[src/rtl/haraka_sponge_ctrl_if.sv]
`default_nettype none
// =============================================================================
// haraka_sponge_ctrl_if : config, message/digest streams and permutation-core bundle
// Revision 1.0
// =============================================================================
interface haraka_sponge_ctrl_if #(
   parameter int STATE_BITS = 512,
   parameter int LEN_W      = 16
);
   logic                  start;
   logic [LEN_W-1:0]      cfg_len;
   logic                  cfg_empty;
   logic [7:0]            in_data;
   logic                  in_valid;
   logic                  in_last;
   logic                  in_ready;
   logic [7:0]            out_data;
   logic                  out_valid;
   logic                  out_last;
   logic                  out_ready;
   logic                  perm_start;
   logic [STATE_BITS-1:0] perm_in;
   logic [STATE_BITS-1:0] perm_out;
   logic                  perm_done;
   logic                  busy;

   // slave is the sponge controller, master is its environment
   modport slave (
      input  start, cfg_len, cfg_empty, in_data, in_valid, in_last, out_ready, perm_out, perm_done,
      output in_ready, out_data, out_valid, out_last, perm_start, perm_in, busy
   );
   modport master (
      output start, cfg_len, cfg_empty, in_data, in_valid, in_last, out_ready, perm_out, perm_done,
      input  in_ready, out_data, out_valid, out_last, perm_start, perm_in, busy
   );
endinterface
`default_nettype wire

[src/rtl/haraka_sponge_ctrl.sv]
`default_nettype none
// =============================================================================
// haraka_sponge_ctrl : byte-stream Haraka-S sponge (absorb, pad, squeeze) driving an external permutation
// Revision 1.0
// =============================================================================
module haraka_sponge_ctrl #(
   parameter int         STATE_BITS = 512,
   parameter int         RATE_BITS  = 256,
   parameter int         LEN_W      = 16,
   parameter logic [7:0] PAD_FIRST  = 8'h1F,
   parameter logic [7:0] PAD_LAST   = 8'h80
) (
   input wire                   clk_i,
   input wire                   reset_i,
   haraka_sponge_ctrl_if.slave  bus
);
   localparam int c_RB    = RATE_BITS / 8;
   localparam int c_IDX_W = $clog2(c_RB);
   localparam int c_CAP   = STATE_BITS - RATE_BITS;
   localparam logic [c_IDX_W-1:0]    c_IDX_MAX  = c_IDX_W'(c_RB - 1);
   localparam logic [STATE_BITS-1:0] c_LAST_VEC = {{(RATE_BITS-8){1'b0}}, PAD_LAST, {c_CAP{1'b0}}};

   typedef enum logic [2:0] {
      S_IDLE    = 3'd0,
      S_ABSORB  = 3'd1,
      S_PERM_A  = 3'd2,
      S_PAD     = 3'd3,
      S_PERM_F  = 3'd4,
      S_SQUEEZE = 3'd5,
      S_PERM_S  = 3'd6
   } state_e;

   state_e                state_q, state_d;
   logic [STATE_BITS-1:0] st_q, st_d;
   logic [c_IDX_W-1:0]    idx_q, idx_d;
   logic [LEN_W-1:0]      rem_q, rem_d;
   logic                  first_q, first_d;
   logic                  lastp_q, lastp_d;

   logic                  w_idx_wrap;
   logic [c_IDX_W-1:0]    w_idx_inc;
   logic [c_IDX_W+2:0]    w_shamt;
   logic [STATE_BITS-1:0] w_in_vec;
   logic [STATE_BITS-1:0] w_pad_vec;
   logic [7:0]            w_out_byte;
   logic                  w_done;

   assign w_idx_wrap = (idx_q == c_IDX_MAX);
   assign w_idx_inc  = w_idx_wrap ? '0 : idx_q + c_IDX_W'(1);
   assign w_shamt    = {idx_q, 3'b000};
   assign w_in_vec   = {bus.in_data, {(STATE_BITS-8){1'b0}}} >> w_shamt;
   assign w_pad_vec  = ({PAD_FIRST, {(STATE_BITS-8){1'b0}}} >> w_shamt) ^ c_LAST_VEC;
   // a done coinciding with our own start pulse is stale and must not complete the permutation
   assign w_done     = bus.perm_done & ~first_q;

   always_comb begin
      w_out_byte = '0;
      for (int k = 0; k < c_RB; k++) begin
         if (idx_q == c_IDX_W'(k)) begin
            w_out_byte = st_q[STATE_BITS-1-8*k -: 8];
         end
      end
   end

   assign bus.out_data = w_out_byte;
   assign bus.perm_in  = st_q;
   assign bus.busy     = (state_q != S_IDLE);

   always_ff @(posedge clk_i) begin
      if (reset_i) begin
         state_q <= S_IDLE;
         st_q    <= '0;
         idx_q   <= '0;
         rem_q   <= '0;
         first_q <= 1'b0;
         lastp_q <= 1'b0;
      end else begin
         state_q <= state_d;
         st_q    <= st_d;
         idx_q   <= idx_d;
         rem_q   <= rem_d;
         first_q <= first_d;
         lastp_q <= lastp_d;
      end
   end

   always_comb begin
      state_d        = state_q;
      st_d           = st_q;
      idx_d          = idx_q;
      rem_d          = rem_q;
      first_d        = 1'b0;
      lastp_d        = lastp_q;
      bus.in_ready   = 1'b0;
      bus.out_valid  = 1'b0;
      bus.out_last   = 1'b0;
      bus.perm_start = 1'b0;

      unique case (state_q)
         S_IDLE: begin
            if (bus.start) begin
               st_d    = '0;
               idx_d   = '0;
               rem_d   = bus.cfg_len;
               lastp_d = 1'b0;
               state_d = bus.cfg_empty ? S_PAD : S_ABSORB;
            end
         end
         S_ABSORB: begin
            bus.in_ready = 1'b1;
            if (bus.in_valid) begin
               st_d  = st_q ^ w_in_vec;
               idx_d = w_idx_inc;
               // a message ending on a block boundary is permuted first, then padded in a fresh block
               if (w_idx_wrap) begin
                  lastp_d = bus.in_last;
                  first_d = 1'b1;
                  state_d = S_PERM_A;
               end else if (bus.in_last) begin
                  state_d = S_PAD;
               end
            end
         end
         S_PAD: begin
            st_d    = st_q ^ w_pad_vec;
            first_d = 1'b1;
            state_d = S_PERM_F;
         end
         S_PERM_A, S_PERM_F, S_PERM_S: begin
            bus.perm_start = first_q;
            if (w_done) begin
               st_d = bus.perm_out;
               if (state_q == S_PERM_A) begin
                  lastp_d = 1'b0;
                  state_d = lastp_q ? S_PAD : S_ABSORB;
               end else if (state_q == S_PERM_F) begin
                  idx_d   = '0;
                  state_d = (rem_q == '0) ? S_IDLE : S_SQUEEZE;
               end else begin
                  state_d = S_SQUEEZE;
               end
            end
         end
         S_SQUEEZE: begin
            bus.out_valid = 1'b1;
            bus.out_last  = (rem_q == LEN_W'(1));
            if (bus.out_ready) begin
               if (rem_q != '0) begin
                  rem_d = rem_q - LEN_W'(1);
               end
               idx_d = w_idx_inc;
               if (rem_q <= LEN_W'(1)) begin
                  state_d = S_IDLE;
               end else if (w_idx_wrap) begin
                  first_d = 1'b1;
                  state_d = S_PERM_S;
               end
            end
         end
         default: begin
            state_d = S_IDLE;
         end
      endcase
   end
endmodule
`default_nettype wire

[src/flat_wrapper.sv]
// flat-port wrapper written by rule: the top's interface ports become plain ports
module haraka_sponge_ctrl_flat 
#(
   parameter int         STATE_BITS = 512,
   parameter int         RATE_BITS  = 256,
   parameter int         LEN_W      = 16,
   parameter logic [7:0] PAD_FIRST  = 8'h1F,
   parameter logic [7:0] PAD_LAST   = 8'h80
)
  (clk_i, reset_i, bus_start, bus_cfg_len, bus_cfg_empty, bus_in_data, bus_in_valid, bus_in_last, bus_out_ready, bus_perm_out, bus_perm_done, bus_in_ready, bus_out_data, bus_out_valid, bus_out_last, bus_perm_start, bus_perm_in, bus_busy);
  haraka_sponge_ctrl_if #(.STATE_BITS(STATE_BITS), .LEN_W(LEN_W)) bus_i ();
  input wire clk_i;
  input wire reset_i;
  input wire logic [$bits(bus_i.start)-1:0] bus_start;
  input wire logic [$bits(bus_i.cfg_len)-1:0] bus_cfg_len;
  input wire logic [$bits(bus_i.cfg_empty)-1:0] bus_cfg_empty;
  input wire logic [$bits(bus_i.in_data)-1:0] bus_in_data;
  input wire logic [$bits(bus_i.in_valid)-1:0] bus_in_valid;
  input wire logic [$bits(bus_i.in_last)-1:0] bus_in_last;
  input wire logic [$bits(bus_i.out_ready)-1:0] bus_out_ready;
  input wire logic [$bits(bus_i.perm_out)-1:0] bus_perm_out;
  input wire logic [$bits(bus_i.perm_done)-1:0] bus_perm_done;
  output wire logic [$bits(bus_i.in_ready)-1:0] bus_in_ready;
  output wire logic [$bits(bus_i.out_data)-1:0] bus_out_data;
  output wire logic [$bits(bus_i.out_valid)-1:0] bus_out_valid;
  output wire logic [$bits(bus_i.out_last)-1:0] bus_out_last;
  output wire logic [$bits(bus_i.perm_start)-1:0] bus_perm_start;
  output wire logic [$bits(bus_i.perm_in)-1:0] bus_perm_in;
  output wire logic [$bits(bus_i.busy)-1:0] bus_busy;
  assign bus_i.start = bus_start;
  assign bus_i.cfg_len = bus_cfg_len;
  assign bus_i.cfg_empty = bus_cfg_empty;
  assign bus_i.in_data = bus_in_data;
  assign bus_i.in_valid = bus_in_valid;
  assign bus_i.in_last = bus_in_last;
  assign bus_i.out_ready = bus_out_ready;
  assign bus_i.perm_out = bus_perm_out;
  assign bus_i.perm_done = bus_perm_done;
  assign bus_in_ready = bus_i.in_ready;
  assign bus_out_data = bus_i.out_data;
  assign bus_out_valid = bus_i.out_valid;
  assign bus_out_last = bus_i.out_last;
  assign bus_perm_start = bus_i.perm_start;
  assign bus_perm_in = bus_i.perm_in;
  assign bus_busy = bus_i.busy;
  haraka_sponge_ctrl #(.STATE_BITS(STATE_BITS), .RATE_BITS(RATE_BITS), .LEN_W(LEN_W), .PAD_FIRST(PAD_FIRST), .PAD_LAST(PAD_LAST)) u_core (.clk_i(clk_i), .reset_i(reset_i), .bus(bus_i));
endmodule
[config.mk]
export PLATFORM = sky130hd
export DESIGN_NAME = haraka_sponge_ctrl_flat
export DESIGN_NICKNAME = d
export VERILOG_FILES = /design/src/rtl/haraka_sponge_ctrl_if.sv /design/src/rtl/haraka_sponge_ctrl.sv /design/src/flat_wrapper.sv
export SDC_FILE = /design/constraint.sdc
export NUM_CORES = 1
export LEC_CHECK = 0
export ABC_AREA = 1
export CAP_MARGIN = 25
export CORE_AREA = 2 2 414 416
export CTS_CLUSTER_SIZE = 16
export DETAILED_ROUTE_END_ITERATION = 12
export DIE_AREA = 0 0 416 418
export PLACE_DENSITY_LB_ADDON = 0.12
export SYNTH_ARGS = -nofsm -noshare
export SYNTH_HDL_FRONTEND = slang
export SYNTH_SLANG_ARGS = --single-unit
export TNS_END_PERCENT = 1
[constraint.sdc]
create_clock -name clk_i -period 5.1 [get_ports clk_i]
set_input_delay 0.51 -clock clk_i [delete_from_list [all_inputs] [get_ports clk_i]]
set_output_delay 0.51 -clock clk_i [all_outputs]
set_load 0.03 [all_outputs]
# [After elaboration in Yosys (flattened, before gate mapping)]
# Cells that the tools add are included.
[totals] ff_bits=538 latch_bits=0 ram_bits=0 romBits=0 in_bits=544 elab_cells=157 n_memories=0
[op_classes] n_addsub=2 multipliers=0 div_mod_pow=0 n_lt_le_gt_ge=1 eq_ne=49 n_shift=2 n_mux=77 bitwise=5 n_reduce_logical=15
[ops] cell="$pmux W512 S4" n=1
[ops] cell="$mux W512" n=3
[ops] cell="$xor A512 B512 Y512" n=2
[ops] cell="$shr A509 B8 Y512 const A" n=1
[ops] cell="$shr A512 B8 Y512" n=1
[ops] cell="$mux W8" n=32
[ops] cell="$eq A5 B5 Y1 const B" n=16
[ops] cell="$mux W16" n=3
[ops] cell="$eq A5 B4 Y1 const B" n=8
[ops] cell="$mux W5" n=7
[ops] cell="$mux W3" n=11
[ops] cell="$pmux W16 S2" n=1
[ops] cell="$eq A5 B3 Y1 const B" n=4
[ops] cell="$pmux W5 S4" n=1
[ops] cell="$eq A16 B1 Y1 const B" n=1
[ops] cell="$le A16 B1 Y1 const B" n=1
[ops] cell="$logic_not A16 Y1" n=1
[ops] cell="$reduce_bool A16 Y1" n=1
[ops] cell="$sub A16 B1 Y16 const B" n=1
[ops] cell="$pmux W3 S5" n=1
[ops] cell="$mux W1" n=13
[ops] cell="$reduce_and A6 Y1" n=2
[ops] cell="$eq A5 B2 Y1 const B" n=2
[ops] cell="$ne A2 B1 Y1 const B" n=5
[ops] cell="20 further kinds" n=32

# [Logic depth before layout (Yosys ltp)]
[logic_depth] word_depth=33 depth_mapped=43

# [Worst setup path before layout]
# OpenSTA, ideal clock, no wires.
[synth_path] path_type="register to output" start="reg u_core.idx_q[1]" end="out bus_out_data[7]" arrival_ps=3380 required_ps=4590 setup_slack_ps=1210 stages_incl_launch_ff=36 n_path_buf=2 path_cell_list="dfxtp_1 clkbuf_1 inv_2 ha_1 inv_1 nor2_4 nand2_2 buf_2 o21ai_0 nor2_1 o211ai_1 nand3_1 nand2_1 nand2_1 nand2_1 nand4_1 nand2_1 nand2_1 nand2_1 nand2_1 nand2_1 nand2_1 nand2_1 nand2_1 nand2_1 nand2_1 nand2_1 nand2_1 nand2_1 nand2_1 nand2_1 nand2_1 nand2_1 nand2_1 nand2_1 a21oi_1"
[synth_via] elab_chain_cells=33 elab_cells_between_ends=64 classes_between="31 x eq/ne; 32 x mux; 1 x reduce/logical"
[synth_rtl] element="start, declared" line_no="haraka_sponge_ctrl.sv:35" rtl="logic [c_IDX_W-1:0] idx_q, idx_d;"
[synth_rtl] element="start signal, assigned" line_no="haraka_sponge_ctrl.sv:80" rtl="idx_q <= idx_d;"
[synth_rtl] element="$logic_not A5 Y1" line_no="haraka_sponge_ctrl.sv:59" rtl="if (idx_q == c_IDX_W'(k)) begin"
[synth_rtl] element="$mux W8 (31 in a row)" line_no="haraka_sponge_ctrl.sv:59"
[synth_rtl] element="$mux W8 *" line_no="haraka_sponge_ctrl.sv:59"
[synth_rtl] element="end, declared" line_no="flat_wrapper.sv:24" rtl="output wire logic [$bits(bus_i.out_data)-1:0] bus_out_data;"
# Mark *: on every way between the ends. The rest lies on a longest branch, timed or not.

# [Final worst setup path]
[layout_path] start="reg u_core.idx_q[0]" end="out bus_out_data[1]"
# Same word-level chain as after synthesis.

==> impl_metrics.tcl <==
set metrics [dict create \
    status "completed" \
    syn_inst 4722 \
    drv_slew 0 \
    hold_viol 0 \
    critPathCaptureType "output pin" \
    arrival_ps 4430 \
    chipHeight_um 418 \
    ys_ff_latch 538 \
    drt_first_pass_iters 6 \
    slew_headroom_pct 28.2 \
    holdWs_ps 256 \
    hpwl_um 168000 \
    synth_edf_count 0 \
    antenna_found_initial 42 \
    worstPathMaxFanout 6 \
    viasPerCell 4.81 \
    syn_area_per_cell_um2 6.46 \
    vias 38000 \
    rows 151 \
    grt_setup_unrepaired "true" \
    dp_worst_setup_slack_ps 422 \
    ys_seq_area_share_pct 35.3 \
    dieArea_mm2 0.174 \
    r2r-start "u_core.state_q[0]" \
    grt_pass1_vias 36400 \
    ios 1069 \
    routabilityCongestion 0.921 \
    layout-drive-gt1-share_pct 6.87 \
    crit_slowest_cell "dfxtp_4" \
    ys_top_cells_by_area "dfxtp_1 35%, nand2_1 15%, a21oi_1 13%" \
    power_mw 25.5 \
    syn-cell-area_mm2 0.0305 \
    rrSetupSlack_ps 1520 \
    yosys.cell_count.top_type "nand2_1" \
    drt_iter0_drc 3322 \
    cts_tree "yes" \
    yosysUniqueCellTypes 47 \
    vdd_drop_max_mv 0.630 \
    final_nets 6150 \
    critPathCapture "bus_out_data[1]" \
    syn2layout_area_growth_pct 54.3 \
    crit_buf_inv 3 \
    post-route-util_pct 27.8 \
    root_buffer "clkbuf_16" \
    setup_ws_ps 163 \
    overflow 0 \
    worst_slew_pin_slew_ps 1080 \
    io_buffer_count 1068 \
    syn-num-nets 5276 \
    wire_per_inst_um 28.3 \
    max_stage_delay_ps 370 \
    ant_nets 0 \
    path_clk_slew_ps 60 \
    power.density_mw_per_mm2 542 \
    critical_path_class "flop to output pin" \
    cp-start-kind "flop" \
    ys.warnings.count 0 \
    clock.fmax_mhz 203 \
    drc 0 \
    grt_use_total_pct 24.4 \
    clkLatencyLatePin_ps 700 \
    cts_sinks 538 \
    p_leak_nw 16.1 \
    postCtsHoldBufs 0 \
    rr_worst_depth 13 \
    setup_viol 0 \
    grt_max_degree 153 \
    grt_first_pass_wirelength_um 302000 \
    async_flop_share_pct 0 \
    yosys-top-cells-count "1198 x nand2_1, 780 x a21oi_1, 538 x dfxtp_1" \
    start_util_pct 18.0 \
    min_period_ps 4940 \
    cap_violations 0 \
    coreArea_mm2 0.169 \
    numCtsBuffers 79 \
    yosysTopAreaCellShare_pct 35.3 \
    cp_common_cell "nand2_1" \
    netlist.top_cell.by_area "dfxtp_1" \
    fin_skew_ps 30.4 \
    htree_levels 3 \
    cp.required_ps 4590 \
    routed_wl_um 223000 \
    critical_path.top_delay_family "simple AND/OR/NAND/NOR gates" \
    startpoint "u_core.idx_q[0]" \
    r2r-end "u_core.idx_q[2]" \
    fin_crit_sh_pct 96.8 \
    hp-class "input pin to flop" \
    cp.depth 41 \
    die_w_um 416 \
    cts.path.max_buffers 3 \
    synth_ff_type "dfxtp_1" \
]
-- placed cells by master (no fill, tap or decap), types with 5 or more instances in the layout --
master and instances:
a21oi_1 775, and3_1 20, nor2_4 10, o31ai_1 20
nand2_2 36, o21ai_1 9, dfxtp_1 533, inv_1 247
ha_1 6, buf_4 70, nor2_2 5, clkbuf_8 17
bufinv_16 11, a32o_1 94, diode_2 16, o21ai_0 461
clkinvlp_4 6, a22o_1 50, clkinv_2 11, nor2_1 240
nor3_1 22, o21bai_1 5, nand3_1 420, xor2_1 93
inv_2 18, clkbuf_16 80, nor3_2 7, nand2_4 9
nand2_1 1157, nand3_2 10, clkdlybuf4s50_1 1059, a31oi_1 9
or2_2 21, buf_12 29, a211oi_1 7, nand4_1 5
clkbuf_1 15
-- power breakdown --
group / leakage [nW] / internal, mW / switching (mW)
Clock: 1.39 / 3.72 / 2.47
Combinational: 10.3 / 4.00 / 9.13
Sequential: 4.36 / 5.10 / 1.10
-- sequential cells by signal, summed over array words and instances (netlist names) --
signal              count
u_core.idx_q            5
u_core.state_q          3
u_core.rem_q           16
u_core.bus.perm_in    512
u_core.first_q          1
u_core.lastp_q          1
-- final cells by class --
type                    instances  area, um^2
multi-input cells            3537       17700
inverters                     276        1090
clock buffers                 112        2290
repair buffers               1164       11800
flip-flops and latches        538       10800
clock inverters                33         557
well taps                    2218        2780
diodes                         16        40.0
fillers                     18700      122000
-- cells by family (layout without fill, tap and decap cells) --
family	after synthesis	count (layout)	synth area share, %
xor+xnor	94	94	2.70
simple gates	1975	1976	27.0
buf+inv	648	1585	8.05
fa+ha+maj	10	10	0.410
other cells	0	16	0
compound gates	1457	1457	26.5
flops	538	538	35.3
-- metrics by stage --
stage	TNS (ps)	area, um^2	instances
2_1_floorplan	0	30500	4722
3_3_place_gp	0	43400	7702
3_5_place_dp	0	43500	7704
4_1_cts	0	46500	7859
5_1_grt	-493	47000	7891
6_report	0	47000	7894
-- worst register-to-register path, stage by stage, from the launching register on --
cell and delay, ps:
dfxtp_4 440, inv_1 250, nor2_1 60, inv_1 60, buf_4 160, nor2_1 70, inv_1 520, nor2_1 130
nor2_1 460, inv_1 130, nor2_1 450, inv_1 300, o21ai_0 340, a21oi_1 60
-- timing repair --
action,CTS,global route
setup endpoints to repair,8,8
hold endpoints to repair,0,0
pin swaps,3,44
setup buffers,10,18
cloned,0,1
resized for setup,35,103
-- how the worst min path moves through the flow --
stage	from	endpoint	cells past startpoint
floorplan	u_core.lastp_q	u_core.lastp_q	2
global placement	u_core.lastp_q	u_core.lastp_q	2
detailed placement	u_core.rem_q[9]	u_core.rem_q[9]	2
CTS	reset_i	u_core.bus.perm_in[48]	2
global route	reset_i	u_core.bus.perm_in[420]	2
finish	reset_i	u_core.bus.perm_in[294]	2
-- layer usage --
| metal | global-route usage [%] | part of all wire [%] |
|---|---|---|
| met1 | 27.2 | 38 |
| met2 | 43.2 | 50 |
| met3 | 5.58 | 6.3 |
| met4 | 12.3 | 5.2 |
| met5 | 0 | 0.017 |
(Power assumes the default switching activity.)
